$ cat src/rtl/ws2812b_pkg.sv
// Shared constants for the WS2812B capture path: register map, STATUS/CTRL bit
// positions, GRB byte sequencing and default frame-end timing.
package ws2812b_pkg;

    localparam logic [1:0] ADDR_COLOR     = 2'd0;
    localparam logic [1:0] ADDR_STATUS    = 2'd1;
    localparam logic [1:0] ADDR_CTRL      = 2'd2;
    localparam logic [1:0] ADDR_FRAME_CNT = 2'd3;

    localparam int ST_NEW      = 0;
    localparam int ST_PARTIAL  = 1;
    localparam int ST_IN_FRAME = 2;

    localparam int CTRL_EN     = 0;
    localparam int CTRL_IRQ_EN = 1;

    localparam int DEFAULT_RESET_CYCLES = 3200;
    localparam int DEFAULT_CNT_W        = 12;

    // Position of the byte being assembled within a frame; EXTRA covers every
    // byte after the first GRB triplet.
    typedef enum logic [1:0] {
        BYTE_G     = 2'd0,
        BYTE_R     = 2'd1,
        BYTE_B     = 2'd2,
        BYTE_EXTRA = 2'd3
    } byte_idx_e;

    function automatic logic [31:0] pack_color(input logic [7:0] r,
                                               input logic [7:0] g,
                                               input logic [7:0] b);
        return {8'h00, r, g, b};
    endfunction

endpackage

$ cat src/rtl/ws2812b_capture_ctrl_if.sv
// tinyQV peripheral bus view of the capture controller, including its level irq.
interface ws2812b_capture_ctrl_if;
    logic [1:0]  addr;
    logic        wr_en;
    logic [31:0] wdata;
    logic        rd_en;
    logic [31:0] rdata;
    logic        rd_ready;
    logic        irq;

    modport master (output addr, wr_en, wdata, rd_en, input rdata, rd_ready, irq);
    modport slave  (input addr, wr_en, wdata, rd_en, output rdata, rd_ready, irq);
endinterface

$ cat src/rtl/ws2812b_idle_timer.sv
// Frame-end detector: counts consecutive din-low cycles and emits one idle pulse
// per low period once RESET_CYCLES have elapsed.
module ws2812b_idle_timer
    import ws2812b_pkg::*;
#(
    parameter int RESET_CYCLES = DEFAULT_RESET_CYCLES,
    parameter int CNT_W        = DEFAULT_CNT_W
) (
    input  logic clk,
    input  logic reset,
    input  logic din_sync,
    output logic idle
);
    localparam logic [CNT_W-1:0] CNT_LAST = CNT_W'(RESET_CYCLES - 1);
    localparam logic [CNT_W-1:0] CNT_SAT  = CNT_W'(RESET_CYCLES);

    logic [CNT_W-1:0] cnt_r;
    logic             idle_r;

    // Low-time counter saturating one past the compare so the pulse cannot repeat.
    always_ff @(posedge clk) begin
        if (reset) begin
            cnt_r  <= '0;
            idle_r <= 1'b0;
        end else if (din_sync) begin
            cnt_r  <= '0;
            idle_r <= 1'b0;
        end else begin
            idle_r <= (cnt_r == CNT_LAST);
            if (cnt_r != CNT_SAT) begin
                cnt_r <= cnt_r + CNT_W'(1);
            end else begin
                cnt_r <= cnt_r;
            end
        end
    end

    assign idle = idle_r;
endmodule

$ cat src/rtl/ws2812b_capture_ctrl.sv
// Byte assembly, first-GRB capture and register file for the WS2812B input path.
module ws2812b_capture_ctrl
    import ws2812b_pkg::*;
#(
    parameter int RESET_CYCLES = DEFAULT_RESET_CYCLES,
    parameter int CNT_W        = DEFAULT_CNT_W
) (
    input  logic                         clk,
    input  logic                         reset,
    input  logic                         din_sync,
    input  logic                         bit_valid,
    input  logic                         bit_value,
    output logic                         byte_valid,
    output logic                         idle,
    ws2812b_capture_ctrl_if.slave        bus
);
    logic        idle_s;
    logic [2:0]  bit_cnt_r,  bit_cnt_nx,  base_bit_s;
    byte_idx_e   byte_cnt_r, byte_cnt_nx, base_byte_s;
    logic [7:0]  shift_r,    shift_nx,    base_shift_s;
    logic [7:0]  g_r, g_nx, r_r, r_nx;
    logic [31:0] color_r, color_nx;
    logic        new_r, new_nx, partial_r, partial_nx;
    logic [1:0]  ctrl_r, ctrl_nx;
    logic [15:0] frame_cnt_r, frame_cnt_nx;
    logic        byte_valid_r, byte_valid_nx;
    logic [31:0] rdata_r, rdata_nx;
    logic        rd_ready_r, irq_r, irq_nx;
    logic        frame_set_s, partial_set_s, wr_status_s, in_frame_s;
    logic        unused_wdata_s;

    ws2812b_idle_timer #(.RESET_CYCLES(RESET_CYCLES), .CNT_W(CNT_W)) u_idle_timer (
        .clk      (clk),
        .reset    (reset),
        .din_sync (din_sync),
        .idle     (idle_s)
    );

    assign unused_wdata_s = ^bus.wdata[31:2];
    assign in_frame_s     = (byte_cnt_r != BYTE_G) || (bit_cnt_r != 3'd0);
    assign wr_status_s    = bus.wr_en && (bus.addr == ADDR_STATUS);

    // Next-state for assembly, capture and registers; idle resets the frame
    // before a coincident bit is accepted, so that bit starts the new frame.
    always_comb begin
        base_bit_s    = idle_s ? 3'd0   : bit_cnt_r;
        base_byte_s   = idle_s ? BYTE_G : byte_cnt_r;
        base_shift_s  = idle_s ? 8'h00  : shift_r;
        partial_set_s = idle_s && ((bit_cnt_r != 3'd0) ||
                                   (byte_cnt_r == BYTE_R) || (byte_cnt_r == BYTE_B));
        bit_cnt_nx    = base_bit_s;
        byte_cnt_nx   = base_byte_s;
        shift_nx      = base_shift_s;
        g_nx          = g_r;
        r_nx          = r_r;
        color_nx      = color_r;
        byte_valid_nx = 1'b0;
        frame_set_s   = 1'b0;

        if (!ctrl_r[CTRL_EN]) begin
            bit_cnt_nx  = 3'd0;
            byte_cnt_nx = BYTE_G;
            shift_nx    = 8'h00;
        end else if (bit_valid) begin
            shift_nx = {base_shift_s[6:0], bit_value};
            if (base_bit_s == 3'd7) begin
                bit_cnt_nx    = 3'd0;
                byte_valid_nx = 1'b1;
                byte_cnt_nx   = (base_byte_s == BYTE_EXTRA) ? BYTE_EXTRA
                                                            : byte_idx_e'(base_byte_s + 2'd1);
                case (base_byte_s)
                    BYTE_G:  g_nx = shift_nx;
                    BYTE_R:  r_nx = shift_nx;
                    BYTE_B: begin
                        color_nx    = pack_color(r_r, g_r, shift_nx);
                        frame_set_s = 1'b1;
                    end
                    default: color_nx = color_r;
                endcase
            end else begin
                bit_cnt_nx = base_bit_s + 3'd1;
            end
        end else begin
            shift_nx = base_shift_s;
        end

        // Hardware sets take priority over software W1C.
        if (frame_set_s) begin
            new_nx = 1'b1;
        end else if (wr_status_s && bus.wdata[ST_NEW]) begin
            new_nx = 1'b0;
        end else begin
            new_nx = new_r;
        end

        if (partial_set_s) begin
            partial_nx = 1'b1;
        end else if (wr_status_s && bus.wdata[ST_PARTIAL]) begin
            partial_nx = 1'b0;
        end else begin
            partial_nx = partial_r;
        end

        if (bus.wr_en && (bus.addr == ADDR_CTRL)) begin
            ctrl_nx = bus.wdata[1:0];
        end else begin
            ctrl_nx = ctrl_r;
        end

        if (bus.wr_en && (bus.addr == ADDR_FRAME_CNT)) begin
            frame_cnt_nx = 16'h0000;
        end else if (frame_set_s) begin
            frame_cnt_nx = frame_cnt_r + 16'd1;
        end else begin
            frame_cnt_nx = frame_cnt_r;
        end

        irq_nx = new_nx && ctrl_nx[CTRL_IRQ_EN];

        if (bus.rd_en) begin
            case (bus.addr)
                ADDR_COLOR:     rdata_nx = color_r;
                ADDR_STATUS:    rdata_nx = {29'd0, in_frame_s, partial_r, new_r};
                ADDR_CTRL:      rdata_nx = {30'd0, ctrl_r};
                ADDR_FRAME_CNT: rdata_nx = {16'd0, frame_cnt_r};
                default:        rdata_nx = 32'h0000_0000;
            endcase
        end else begin
            rdata_nx = 32'h0000_0000;
        end
    end

    // State and output registers.
    always_ff @(posedge clk) begin
        if (reset) begin
            bit_cnt_r    <= 3'd0;
            byte_cnt_r   <= BYTE_G;
            shift_r      <= 8'h00;
            g_r          <= 8'h00;
            r_r          <= 8'h00;
            color_r      <= 32'h0000_0000;
            new_r        <= 1'b0;
            partial_r    <= 1'b0;
            ctrl_r       <= 2'b00;
            frame_cnt_r  <= 16'h0000;
            byte_valid_r <= 1'b0;
            rdata_r      <= 32'h0000_0000;
            rd_ready_r   <= 1'b0;
            irq_r        <= 1'b0;
        end else begin
            bit_cnt_r    <= bit_cnt_nx;
            byte_cnt_r   <= byte_cnt_nx;
            shift_r      <= shift_nx;
            g_r          <= g_nx;
            r_r          <= r_nx;
            color_r      <= color_nx;
            new_r        <= new_nx;
            partial_r    <= partial_nx;
            ctrl_r       <= ctrl_nx;
            frame_cnt_r  <= frame_cnt_nx;
            byte_valid_r <= byte_valid_nx;
            rdata_r      <= rdata_nx;
            rd_ready_r   <= bus.rd_en;
            irq_r        <= irq_nx;
        end
    end

    assign byte_valid   = byte_valid_r;
    assign idle         = idle_s;
    assign bus.rdata    = rdata_r;
    assign bus.rd_ready = rd_ready_r;
    assign bus.irq      = irq_r;
endmodule
$ cat src/flat_wrapper.sv
// flat-port wrapper written by rule: the top's interface ports become plain ports
module ws2812b_capture_ctrl_flat import ws2812b_pkg::*;
#(
    parameter int RESET_CYCLES = DEFAULT_RESET_CYCLES,
    parameter int CNT_W        = DEFAULT_CNT_W
)
  (clk, reset, din_sync, bit_valid, bit_value, byte_valid, idle, bus_addr, bus_wr_en, bus_wdata, bus_rd_en, bus_rdata, bus_rd_ready, bus_irq);
  ws2812b_capture_ctrl_if bus_i ();
  input  logic clk;
  input  logic reset;
  input  logic din_sync;
  input  logic bit_valid;
  input  logic bit_value;
  output logic byte_valid;
  output logic idle;
  input wire logic [$bits(bus_i.addr)-1:0] bus_addr;
  input wire logic [$bits(bus_i.wr_en)-1:0] bus_wr_en;
  input wire logic [$bits(bus_i.wdata)-1:0] bus_wdata;
  input wire logic [$bits(bus_i.rd_en)-1:0] bus_rd_en;
  output wire logic [$bits(bus_i.rdata)-1:0] bus_rdata;
  output wire logic [$bits(bus_i.rd_ready)-1:0] bus_rd_ready;
  output wire logic [$bits(bus_i.irq)-1:0] bus_irq;
  assign bus_i.addr = bus_addr;
  assign bus_i.wr_en = bus_wr_en;
  assign bus_i.wdata = bus_wdata;
  assign bus_i.rd_en = bus_rd_en;
  assign bus_rdata = bus_i.rdata;
  assign bus_rd_ready = bus_i.rd_ready;
  assign bus_irq = bus_i.irq;
  ws2812b_capture_ctrl #(.RESET_CYCLES(RESET_CYCLES), .CNT_W(CNT_W)) u_core (.clk(clk), .reset(reset), .din_sync(din_sync), .bit_valid(bit_valid), .bit_value(bit_value), .byte_valid(byte_valid), .idle(idle), .bus(bus_i));
endmodule
$ cat config.mk
export PLATFORM = sky130hd
export DESIGN_NAME = ws2812b_capture_ctrl_flat
export DESIGN_NICKNAME = d
export VERILOG_FILES = /design/src/rtl/ws2812b_pkg.sv /design/src/rtl/ws2812b_capture_ctrl_if.sv /design/src/rtl/ws2812b_idle_timer.sv /design/src/rtl/ws2812b_capture_ctrl.sv /design/src/flat_wrapper.sv
export SDC_FILE = /design/constraint.sdc
export NUM_CORES = 1
export LEC_CHECK = 0
export CORE_AREA = 5 5 123 125
export DETAILED_ROUTE_END_ITERATION = 10
export DIE_AREA = 0 0 128 130
export GPL_TIMING_DRIVEN = 1
export SKIP_LAST_GASP = 1
export SYNTH_ARGS = -nofsm -noshare
export SYNTH_HDL_FRONTEND = slang
export SYNTH_SLANG_ARGS = --single-unit
export TNS_END_PERCENT = 5
$ cat constraint.sdc
create_clock -name clk -period 2.47 [get_ports clk]
set_input_delay 0.3705 -clock clk [delete_from_list [all_inputs] [get_ports clk]]
set_output_delay 0.3705 -clock clk [all_outputs]
set_load 0.005 [all_outputs]
==> flow_summary.toml <==
[finish]
regArea_um2 = 2240
fin_area_um2 = 5270
fillers = 1406
diodes = 0
multiInputGateArea_um2 = 1990
layout_commonest_cell = "dfxtp_1"
mostFrequentLayoutCells = "112 x dfxtp_1, 64 x nor2_1, 60 x nand2_1"
fin_nets = 563
drive_gt1_share_pct = 7.66
syn_to_final_growth_pct = 20.4

[clock_network]
ctsHtreeMaxLevel = 3
cts_tree = "built"
postCtsSetupBuffers = 0
clk_root_buffer_cell = "clkbuf_16"
cts_buffer_depth = 2
path_clk_slew_ns = 0.07
clk_latency_ns = 0.35
cts_inserted_buffers = 9
cts_sinks = 112

[placed_design]
placed_area_um2 = 4960
gp_congestion = 0.795
pre_cts_ws_ns = 0.0170
io_buffers = 38
dp_hpwl_um = 6660

[pwr]
combPwrFrac_pct = 3.1
p_sw_share_pct = 21.9
vdd_drop_max_uv = 321
power.density_nw_per_um2 = 643
p_int_mw = 2.65
p_sw_uw = 743
p_seq_share_pct = 53.5
leakage_nw = 1.95
clkPwrFrac_pct = 43.5

[grt]
grt_pass1_wl_um = 15300
grt_max_degree = 28
antenna_found_initial = 0
globalRouteTotalUtil_pct = 11.5
grt-ovfl-total = 0
grt_pass1_vias = 3285

[die]
dieArea_um2 = 16600
die_w_um = 128
ios = 77
rows = 43
initial_core_util_pct = 31.8
fp.dieH_um = 130
core_um2 = 13800

[worst_setup_path]
path_max_fanout = 8
cp_slowest_cell = "or4_4"
crit_path_max_incr_delay_ns = 0.60
required_ns = 2.75
endpoint_kind = "flop"
crit_type = "flop to flop"
r2r_setup_slack_ns = 0.17
startpoint_type = "flop"
worstPathArrival_ns = 2.57
worstPathCellList = "nor2b_2 > ha_2 > ha_4 > nand3_4 > or4_4 > or4_1 > a21oi_1"

[timing]
tns_ns = 0
worstMarginPinSlew_ns = 0.865
worst_slack_ns = 0.174
rsz0062_at_grt = "no"
period_needed_ns = 2.30
finalHoldViolCount = 0
finalCritPeriodShare_pct = 92.9
drv_slew = 0
setup_viol = 0
slew-limit-headroom_pct = 42.0
max_freq_ghz = 0.436
clock_skew_ns = 0.00459
whs_ns = 0.455

[logic_synthesis]
synth_edf_count = 0
synth.avg_cell_area_um2 = 9.02
yosysWarnings = 0
synth_top_area_share_pct = 51.3
syn-cell-area_um2 = 4370
seq_area_frac_synth_pct = 51.3
synth.distinct_cells = 42
synth_ff_type = "dfxtp_1"
synthArstFlopShare_pct = 0
synthTopCellsByArea = "dfxtp_1 51%, mux2i_1 6.2%, nor2_1 5.5%"
ys_ff_latch = 112
yosysTopAreaCell = "dfxtp_1"
synth_cells = 485

[routing]
avgViaCountPerCell = 4.76
drc = 0
routedWlPerCell_um = 13.0
wl_um = 9120
dr.pass1.iters = 4
antenna_left = 0
drt_iter0_markers = 225
vias = 3342

[min_path]
worstHoldPathType = "flop to flop"

[status]
outcome = "finished, final reports clean"

[job]
max-cap-violations = 0
## worst paths after layout
kind / start / end / cells past startpoint
min reg2reg: u_core.color_r[22] / u_core.color_r[22] / 2
min: u_core.color_r[22] / u_core.color_r[22] / 2
max reg2reg: u_core.u_idle_timer.idle / u_core.frame_cnt_r[15] / 7
max: u_core.u_idle_timer.idle / u_core.frame_cnt_r[15] / 7
## per-stage QoR
step	total power [mW]	cells	utilization, %
6_report	3.39	702	38.2
5_1_grt	3.51	702	38.2
4_1_cts	3.44	702	38.2
3_5_place_dp	1.96	686	36.0
3_3_place_gp	1.96	686	36.0
2_1_floorplan	1.92	492	-
## synthesized netlist by cell type (all sizes together) (7+ instances only)
library cell	number
nor2b	11
and3	11
xnor2	10
clkbuf	24
nor3	7
o21ai	10
xor2	8
nand2	60
a22oi	13
buf	14
dfxtp	112
nand3	13
mux2i	27
nor2	64
a21oi	39
or3	9
## power groups by stage
stage | sequential (mW) | clock (mW) | combinational, mW
detailed placement | 1.85 | 0 | 0.104
finish | 1.81 | 1.47 | 0.104
global placement | 1.85 | 0 | 0.101
global route | 1.81 | 1.59 | 0.113
CTS | 1.81 | 1.53 | 0.104
floorplan | 1.85 | 0 | 0.0693
## per-layer routing
| layer | part of all wire, % | wire length [um] | global-route usage [%] |
|---|---|---|---|
| met4 | 2.9 | 263 | 6.49 |
| met2 | 49 | 4480 | 19.6 |
| met1 | 44 | 3990 | 13.0 |
| met3 | 4.4 | 398 | 2.95 |
| met5 | 0 | 0 | 0 |
## kinds of logic after synthesis
family | after synthesis | share of synthesized area [%]
XOR/XNOR | 18 | 3.60
other | 1 | 0.0857
flip-flops | 112 | 51.3
multiplexers | 29 | 7.21
AO/OA/AOI/OAI | 67 | 8.72
adder cells (fa/ha/maj) | 5 | 1.43
buffers and inverters | 44 | 4.72
AND/OR/NAND/NOR | 209 | 23.0
## area by class of cell
cell class	instances	area share, %
Clock buffer	9	4.28
Clock inverter	7	1.47
Inverter	6	0.428
Multi-Input combinational cell	336	37.8
Sequential cell	112	42.6
Tap cell	180	4.28
Timing Repair Buffer	52	9.22
## repair_timing
item                       in CTS  in global routing
resized for setup               0                  2
setup endpoints to repair       0                  1
hold buffers                    0                  0
## state kept, by name, indices dropped and copies added, names as in the netlist, 2 cells and up
name / flops
u_core.byte_cnt_r: 2
u_core.frame_cnt_r: 16
u_core.color_r: 24
u_core.ctrl_r: 2
u_core.bus.rdata: 24
u_core.r_r: 8
u_core.g_r: 8
u_core.bit_cnt_r: 3
u_core.shift_r: 7
u_core.u_idle_timer.cnt_r: 12
## critical path, delay by kind of cell (launching register included)
family                   cells  cell delay [ns]
AND/OR/NAND/NOR              4             1.34
AO/OA/AOI/OAI                1             0.15
flip-flops                   1             0.35
adder cells (fa/ha/maj)      2             0.38
Power figures use the tool's default switching activity.
